==> config.mk <==
export PLATFORM = sky130hd
export DESIGN_NAME = pwm_duty_ramp
export DESIGN_NICKNAME = d
export VERILOG_FILES = /design/src/rtl/pwm_pkg.sv /design/src/rtl/pwm_period_ctr.sv /design/src/rtl/pwm_duty_ramp.sv
export SDC_FILE = /design/constraint.sdc
export NUM_CORES = 1
export LEC_CHECK = 0
export ABC_CLOCK_PERIOD_IN_PS = 2000
export BUFFER_PORTS_ARGS = -buffer_cell sky130_fd_sc_hd__buf_2
export CORE_ASPECT_RATIO = 1.1
export CORE_MARGIN = 5
export CORE_UTILIZATION = 25
export CTS_CLUSTER_DIAMETER = 30
export DETAILED_ROUTE_END_ITERATION = 8
export PLACE_DENSITY = 0.45
export SLEW_MARGIN = 20
export SYNTH_ARGS = -nofsm -noshare
export SYNTH_HDL_FRONTEND = slang
export SYNTH_HIERARCHICAL = 1
export SYNTH_SLANG_ARGS = --single-unit
==> constraint.sdc <==
create_clock -name clk_i -period 2 [get_ports clk_i]
set_input_delay 0.1 -clock clk_i [delete_from_list [all_inputs] [get_ports clk_i]]
set_output_delay 0.1 -clock clk_i [all_outputs]
set_load 0.01 [all_outputs]
==> src/rtl/pwm_pkg.sv <==
// Shared definitions for the PWM duty-setpoint path and the PWM comparator stage.
package pwm_pkg;

  localparam int CBITS_DEF = 15;

  typedef enum logic [2:0] {
    ST_MANUAL   = 3'd0,
    ST_UP       = 3'd1,
    ST_HOLD_TOP = 3'd2,
    ST_DOWN     = 3'd3,
    ST_HOLD_BOT = 3'd4
  } ramp_state_e;

  // Duty code lands in the top dw bits of the cbits-wide compare threshold.
  function automatic logic [31:0] duty_to_cmp(input logic [31:0] duty,
                                              input int dw,
                                              input int cbits);
    return duty << (cbits - dw);
  endfunction

endpackage

==> src/rtl/pwm_period_ctr.sv <==
// Free-running PWM period time base; the PWM stage instantiates the same block
// so duty updates and compare periods stay aligned.
module pwm_period_ctr
  import pwm_pkg::*;
#(
  parameter int CBITS = CBITS_DEF
) (
  input  logic clk_i,
  input  logic rst_i,
  output logic boundary_o,
  output logic period_start_o
);

  logic [CBITS-1:0] count_q;
  logic [CBITS-1:0] count_d;
  logic             period_start_q;

  assign count_d        = count_q + CBITS'(1);
  assign boundary_o     = &count_q;
  assign period_start_o = period_start_q;

  // period_start is the registered boundary, so it is high while the count reads 0.
  always_ff @(posedge clk_i) begin
    if (rst_i) begin
      count_q        <= '0;
      period_start_q <= 1'b0;
    end else begin
      count_q        <= count_d;
      period_start_q <= boundary_o;
    end
  end

endmodule

==> src/rtl/pwm_duty_ramp.sv <==
// Duty-code source for the PWM stage: manual pass-through or a breathing ramp,
// with all updates taken only at PWM period boundaries.
//
// state       | meaning
// ST_MANUAL   | duty follows manual_duty_i at each boundary
// ST_UP       | duty +1 every STEP_PERIODS boundaries until DMAX
// ST_HOLD_TOP | dwell at DMAX for HOLD_PERIODS boundaries
// ST_DOWN     | duty -1 every STEP_PERIODS boundaries until 0
// ST_HOLD_BOT | dwell at 0 for HOLD_PERIODS boundaries
module pwm_duty_ramp
  import pwm_pkg::*;
#(
  parameter int CBITS        = CBITS_DEF,
  parameter int DW           = 3,
  parameter int STEP_PERIODS = 4,
  parameter int HOLD_PERIODS = 8
) (
  input  logic          clk_i,
  input  logic          rst_i,
  input  logic          en_i,
  input  logic          mode_ramp_i,
  input  logic [DW-1:0] manual_duty_i,
  output logic [DW-1:0] duty_o,
  output logic          period_start_o,
  output logic          ramp_dir_o
);

  localparam int SW = (STEP_PERIODS > 1) ? $clog2(STEP_PERIODS) : 1;
  localparam int HW = (HOLD_PERIODS > 1) ? $clog2(HOLD_PERIODS) : 1;
  localparam logic [SW-1:0] STEP_LAST = SW'(STEP_PERIODS - 1);
  localparam logic [HW-1:0] HOLD_LAST = HW'(HOLD_PERIODS - 1);
  localparam logic [DW-1:0] DMAX      = {DW{1'b1}};

  ramp_state_e   state_q, state_d;
  logic [DW-1:0] duty_q, duty_d;
  logic          dir_q, dir_d;
  logic [SW-1:0] step_q, step_d;
  logic [HW-1:0] hold_q, hold_d;
  logic          boundary;

  pwm_period_ctr #(.CBITS(CBITS)) u_period_ctr (
    .clk_i          (clk_i),
    .rst_i          (rst_i),
    .boundary_o     (boundary),
    .period_start_o (period_start_o)
  );

  always_comb begin
    state_d = state_q;
    duty_d  = duty_q;
    dir_d   = dir_q;
    step_d  = step_q;
    hold_d  = hold_q;
    if (boundary && en_i) begin
      if (state_q == ST_MANUAL) begin
        if (mode_ramp_i) begin
          state_d = (duty_q == DMAX) ? ST_HOLD_TOP : ST_UP;
          dir_d   = 1'b1;
          step_d  = '0;
          hold_d  = '0;
        end else begin
          duty_d = manual_duty_i;
        end
      end else if (!mode_ramp_i) begin
        // Leaving the ramp loads the manual code on the same boundary.
        state_d = ST_MANUAL;
        duty_d  = manual_duty_i;
        step_d  = '0;
        hold_d  = '0;
      end else begin
        unique case (state_q)
          ST_UP: begin
            if (step_q == STEP_LAST) begin
              step_d = '0;
              if (duty_q != DMAX) duty_d = duty_q + DW'(1);
              if (duty_d == DMAX) state_d = ST_HOLD_TOP;
            end else begin
              step_d = step_q + SW'(1);
            end
          end
          ST_HOLD_TOP: begin
            if (hold_q == HOLD_LAST) begin
              hold_d  = '0;
              state_d = ST_DOWN;
              dir_d   = 1'b0;
            end else begin
              hold_d = hold_q + HW'(1);
            end
          end
          ST_DOWN: begin
            if (step_q == STEP_LAST) begin
              step_d = '0;
              if (duty_q != '0) duty_d = duty_q - DW'(1);
              if (duty_d == '0) state_d = ST_HOLD_BOT;
            end else begin
              step_d = step_q + SW'(1);
            end
          end
          ST_HOLD_BOT: begin
            if (hold_q == HOLD_LAST) begin
              hold_d  = '0;
              state_d = ST_UP;
              dir_d   = 1'b1;
            end else begin
              hold_d = hold_q + HW'(1);
            end
          end
          default: state_d = ST_MANUAL;
        endcase
      end
    end
  end

  always_ff @(posedge clk_i) begin
    if (rst_i) begin
      state_q <= ST_MANUAL;
      duty_q  <= '0;
      dir_q   <= 1'b1;
      step_q  <= '0;
      hold_q  <= '0;
    end else begin
      state_q <= state_d;
      duty_q  <= duty_d;
      dir_q   <= dir_d;
      step_q  <= step_d;
      hold_q  <= hold_d;
    end
  end

  assign duty_o     = duty_q;
  assign ramp_dir_o = dir_q;

endmodule

==> metrics.cfg <==
[worst_hold_path]
hp-class=in -> reg

[yosys]
syn_nets=215
synth_most_common_cell=sky130_fd_sc_hd__dfxtp_1
synth_top_area_share_pct=32.58
synth_largest_area_cell=sky130_fd_sc_hd__dfxtp_1
synth_cells=201
yosysSeqAreaShare_pct=32.58
ys_async_sr_fraction_pct=0
synth-edff-count=0
post_synthesis_instance_area_sq_mm=0.001720
yosys.cell_types.count=59
synthFlopType=sky130_fd_sc_hd__dfxtp_1
synth_top_cells_by_area=sky130_fd_sc_hd__dfxtp_1 (33%), sky130_fd_sc_hd__a21oi_1 (5.2%), sky130_fd_sc_hd__ha_1 (5.1%), sky130_fd_sc_hd__nand2_1 (4.6%), sky130_fd_sc_hd__nor2_1 (3.3%)
synth_warnings=6
synth_area_per_cell_sq_um=8.559
synth_seq_cells=28
synth_commonest_cells=sky130_fd_sc_hd__dfxtp_1 (28), sky130_fd_sc_hd__nand2_1 (21), sky130_fd_sc_hd__a21oi_1 (18)

[clock_tree]
clkSinkCount=28
holdBufCountCts=0
ctsHtreeMaxLevel=1
cts-buffers-inserted=3
tritoncts=yes
clock_pin_slew_on_the_worst_setup_and_hold_paths_ns=0.11
ctsLongestPathBuffers=2
cts-root-buf=sky130_fd_sc_hd__clkbuf_8
clock_latency_ns=0.28

[floorplan]
rows=31
floorplan.die_area_sq_mm=0.008643
initial_utilization_pct=25.94
die_ht_um=97.01
pin_count=12
floorplan.die.width_um=89.10
placeableCoreArea_sq_mm=0.006633

[final_layout]
fillers=700
final_layout_size_suffix_gt1_share_pct=32.62
nNetsFinal=248
n_antenna_cell=0
utilization_pct=32.86
area_growth_pct=26.69

[setup_path]
setup.worst_path.end_class=flop
crit_path_max_incr_delay_ns=0.35
timing.critical_path.arrival_ns=2.11
worstSetupPathType=reg -> reg
crit_slowest_cell=sky130_fd_sc_hd__dfxtp_2
largest_delay_contributor_family_on_the_critical_path=simple AND/OR/NAND/NOR gates
cp_num_buf_inv=1
cp.required_ns=2.19
critical_path_cell_by_cell=inv_1 > ha_1 > and4bb_2 > o31ai_4 > nand3_1 > o211ai_2 > mux2_4
startpoint_type=flop
critPathMaxFanout=6

[global_route]
grt_antenna_before_repair=0
grt_start_max_net_pins=23
grt_pass1_vias=1546
gr-usage-all-layers_pct=9.990
globalRoute.totalOverflow=0
wire_length_of_the_first_global_routing_pass_um=7182

[pwr]
static-leakage-power_nw=0.7905
report.power.total_w=0.001089
ir_drop_mv=0.2215
powerDensity_mw_per_mm2=499.4

[place]
placement.io_buffers=11
post-place-ws_ns=0.05109
place_congestion=0.7581
dp_hpwl_um=2953

[timing]
final.setup.tns_ns=0
report.final.hold_viol_count=0
worst_clock_skew_ns=0.004428
min_period_ns=1.918
final_worst_path_period_share_pct=95.90
slew_headroom_pct=64.21
slew_viol_final=0
max_fclk_ghz=0.5214
final_count_of_negative_setup_slack_endpoints=0
worst_slew_pin_slew_ns=0.5336
grt_setup_unrepaired=true
timing.final.ws_setup_ns=0.08191

[detailed_routing]
wl_um=4090
vias=1561
postRouteAntennaNets=0
initialDrtViolationCount=43
routed_wirelength_normalized_by_instance_count_um=12.98
detail_route.first_pass.iterations=4
route.detailed.drc=0
vias_per_cell=4.956

[run_status]
run_status=finished, final reports clean

[flow_run]
cap_viol_max_count=0

area by class of cell:
type / instances / area, sq um / share of cell area [%]
Multi-Input combinational cell: 156 / 1145 / 52.53
Sequential cell: 28 / 569.3 / 26.12
Timing Repair Buffer: 40 / 272.8 / 12.51
Tap cell: 82 / 102.6 / 4.707
Clock buffer: 3 / 41.29 / 1.894
Clock inverter: 1 / 30.03 / 1.378
Inverter: 5 / 18.77 / 0.8611
cells by family (layout without fill, tap and decap cells):
| kind of cell | after synthesis | count (layout) | synth area share (%) |
|---|---|---|---|
| simple gates | 85 | 85 | 28.65 |
| compound gates | 55 | 55 | 22.69 |
| flops | 28 | 28 | 32.58 |
| buf+inv | 17 | 49 | 5.600 |
| fa+ha+maj | 8 | 8 | 5.673 |
| xor+xnor | 4 | 4 | 2.037 |
| mux | 4 | 4 | 2.763 |
power breakdown:
part	total, W	switching, W	internal (W)	leakage (nW)
registers	0.000569	0.00000596	0.000563	0.228
logic	0.0000489	0.0000282	0.0000207	0.526
clock network	0.000471	0.000203	0.000269	0.0357
cell usage in the layout, fill, tap and decap left out, types with 2 or more instances in the layout:
cell | Yosys | layout
sky130_fd_sc_hd__nand3b_1 | 3 | 3
sky130_fd_sc_hd__nand4_1 | 4 | 4
sky130_fd_sc_hd__nor4_4 | 0 | 2
sky130_fd_sc_hd__xnor2_1 | 2 | 2
sky130_fd_sc_hd__nor2b_1 | 5 | 5
sky130_fd_sc_hd__nand2_1 | 21 | 20
sky130_fd_sc_hd__a31oi_1 | 3 | 3
sky130_fd_sc_hd__and2_1 | 2 | 2
sky130_fd_sc_hd__o21ai_0 | 8 | 8
sky130_fd_sc_hd__o31ai_1 | 4 | 4
sky130_fd_sc_hd__nand3_1 | 8 | 7
sky130_fd_sc_hd__inv_1 | 5 | 5
sky130_fd_sc_hd__and4bb_2 | 2 | 2
sky130_fd_sc_hd__or3_2 | 2 | 2
sky130_fd_sc_hd__a22oi_1 | 2 | 2
sky130_fd_sc_hd__nor4_1 | 3 | 2
sky130_fd_sc_hd__o21ai_1 | 2 | 2
sky130_fd_sc_hd__nor2_1 | 15 | 14
sky130_fd_sc_hd__xor2_1 | 2 | 2
sky130_fd_sc_hd__dfxtp_2 | 0 | 4
sky130_fd_sc_hd__nand2b_1 | 2 | 2
sky130_fd_sc_hd__a21oi_1 | 18 | 17
sky130_fd_sc_hd__mux2_2 | 2 | 2
sky130_fd_sc_hd__ha_1 | 7 | 6
sky130_fd_sc_hd__buf_4 | 4 | 29
sky130_fd_sc_hd__dfxtp_1 | 28 | 23
sky130_fd_sc_hd__and3b_1 | 2 | 2
sky130_fd_sc_hd__or4_1 | 5 | 4
sky130_fd_sc_hd__or3_1 | 2 | 2
sky130_fd_sc_hd__clkbuf_8 | 0 | 3
sky130_fd_sc_hd__buf_2 | 2 | 11
sky130_fd_sc_hd__nor2b_2 | 2 | 2
registers in the layout (all words and copies together), names as in the netlist:
name / cells
step_q: 2
hold_q: 3
ramp_dir_o: 1
u_period_ctr/period_start_o: 1
u_period_ctr/count_q: 15
state_q: 3
duty_o: 3
per-layer routing:
metal	wire [um]	track usage (%)
met5	0	0
met4	21	1.375
met3	128	2.464
met2	2042	17.07
met1	1899	12.78
repair_timing:
action,CTS,global route
endpoints found under the setup margin,0,9
endpoints found under the hold margin,0,0
buffers inserted,0,2
resized for setup,0,6
per-stage QoR:
stage	area [sq um]	instances	hold WS [ns]
final	2180	315	0.1537
after global routing	2180	315	0.1476
after CTS	2131	313	0.1502
after detailed placement	2059	309	0.4444
after global placement	2059	309	0.4436
after floorplan	1777	201	0.2008
path summary, 6_finish.rpt:
check,endpoint,startpoint,slack (ns),cells past startpoint
worst min-delay path,duty_o[1],manual_duty_i[1],0.15,3
worst min register to register,u_period_ctr/count_q[0],u_period_ctr/count_q[0],0.45,1
worst max-delay path,state_q[0],duty_o[0],0.08,7
worst max register to register,state_q[0],duty_o[0],0.08,7
worst reg2reg max path, delay by kind of cell (launching register included):
| family | cells | cell delay [ns] |
|---|---|---|
| simple gates | 2 | 0.38 |
| fa+ha+maj | 1 | 0.35 |
| buf+inv | 1 | 0.06 |
| flops | 1 | 0.35 |
| compound gates | 2 | 0.36 |
| mux | 1 | 0.31 |
Note: power is estimated with default switching activity, not from simulation.
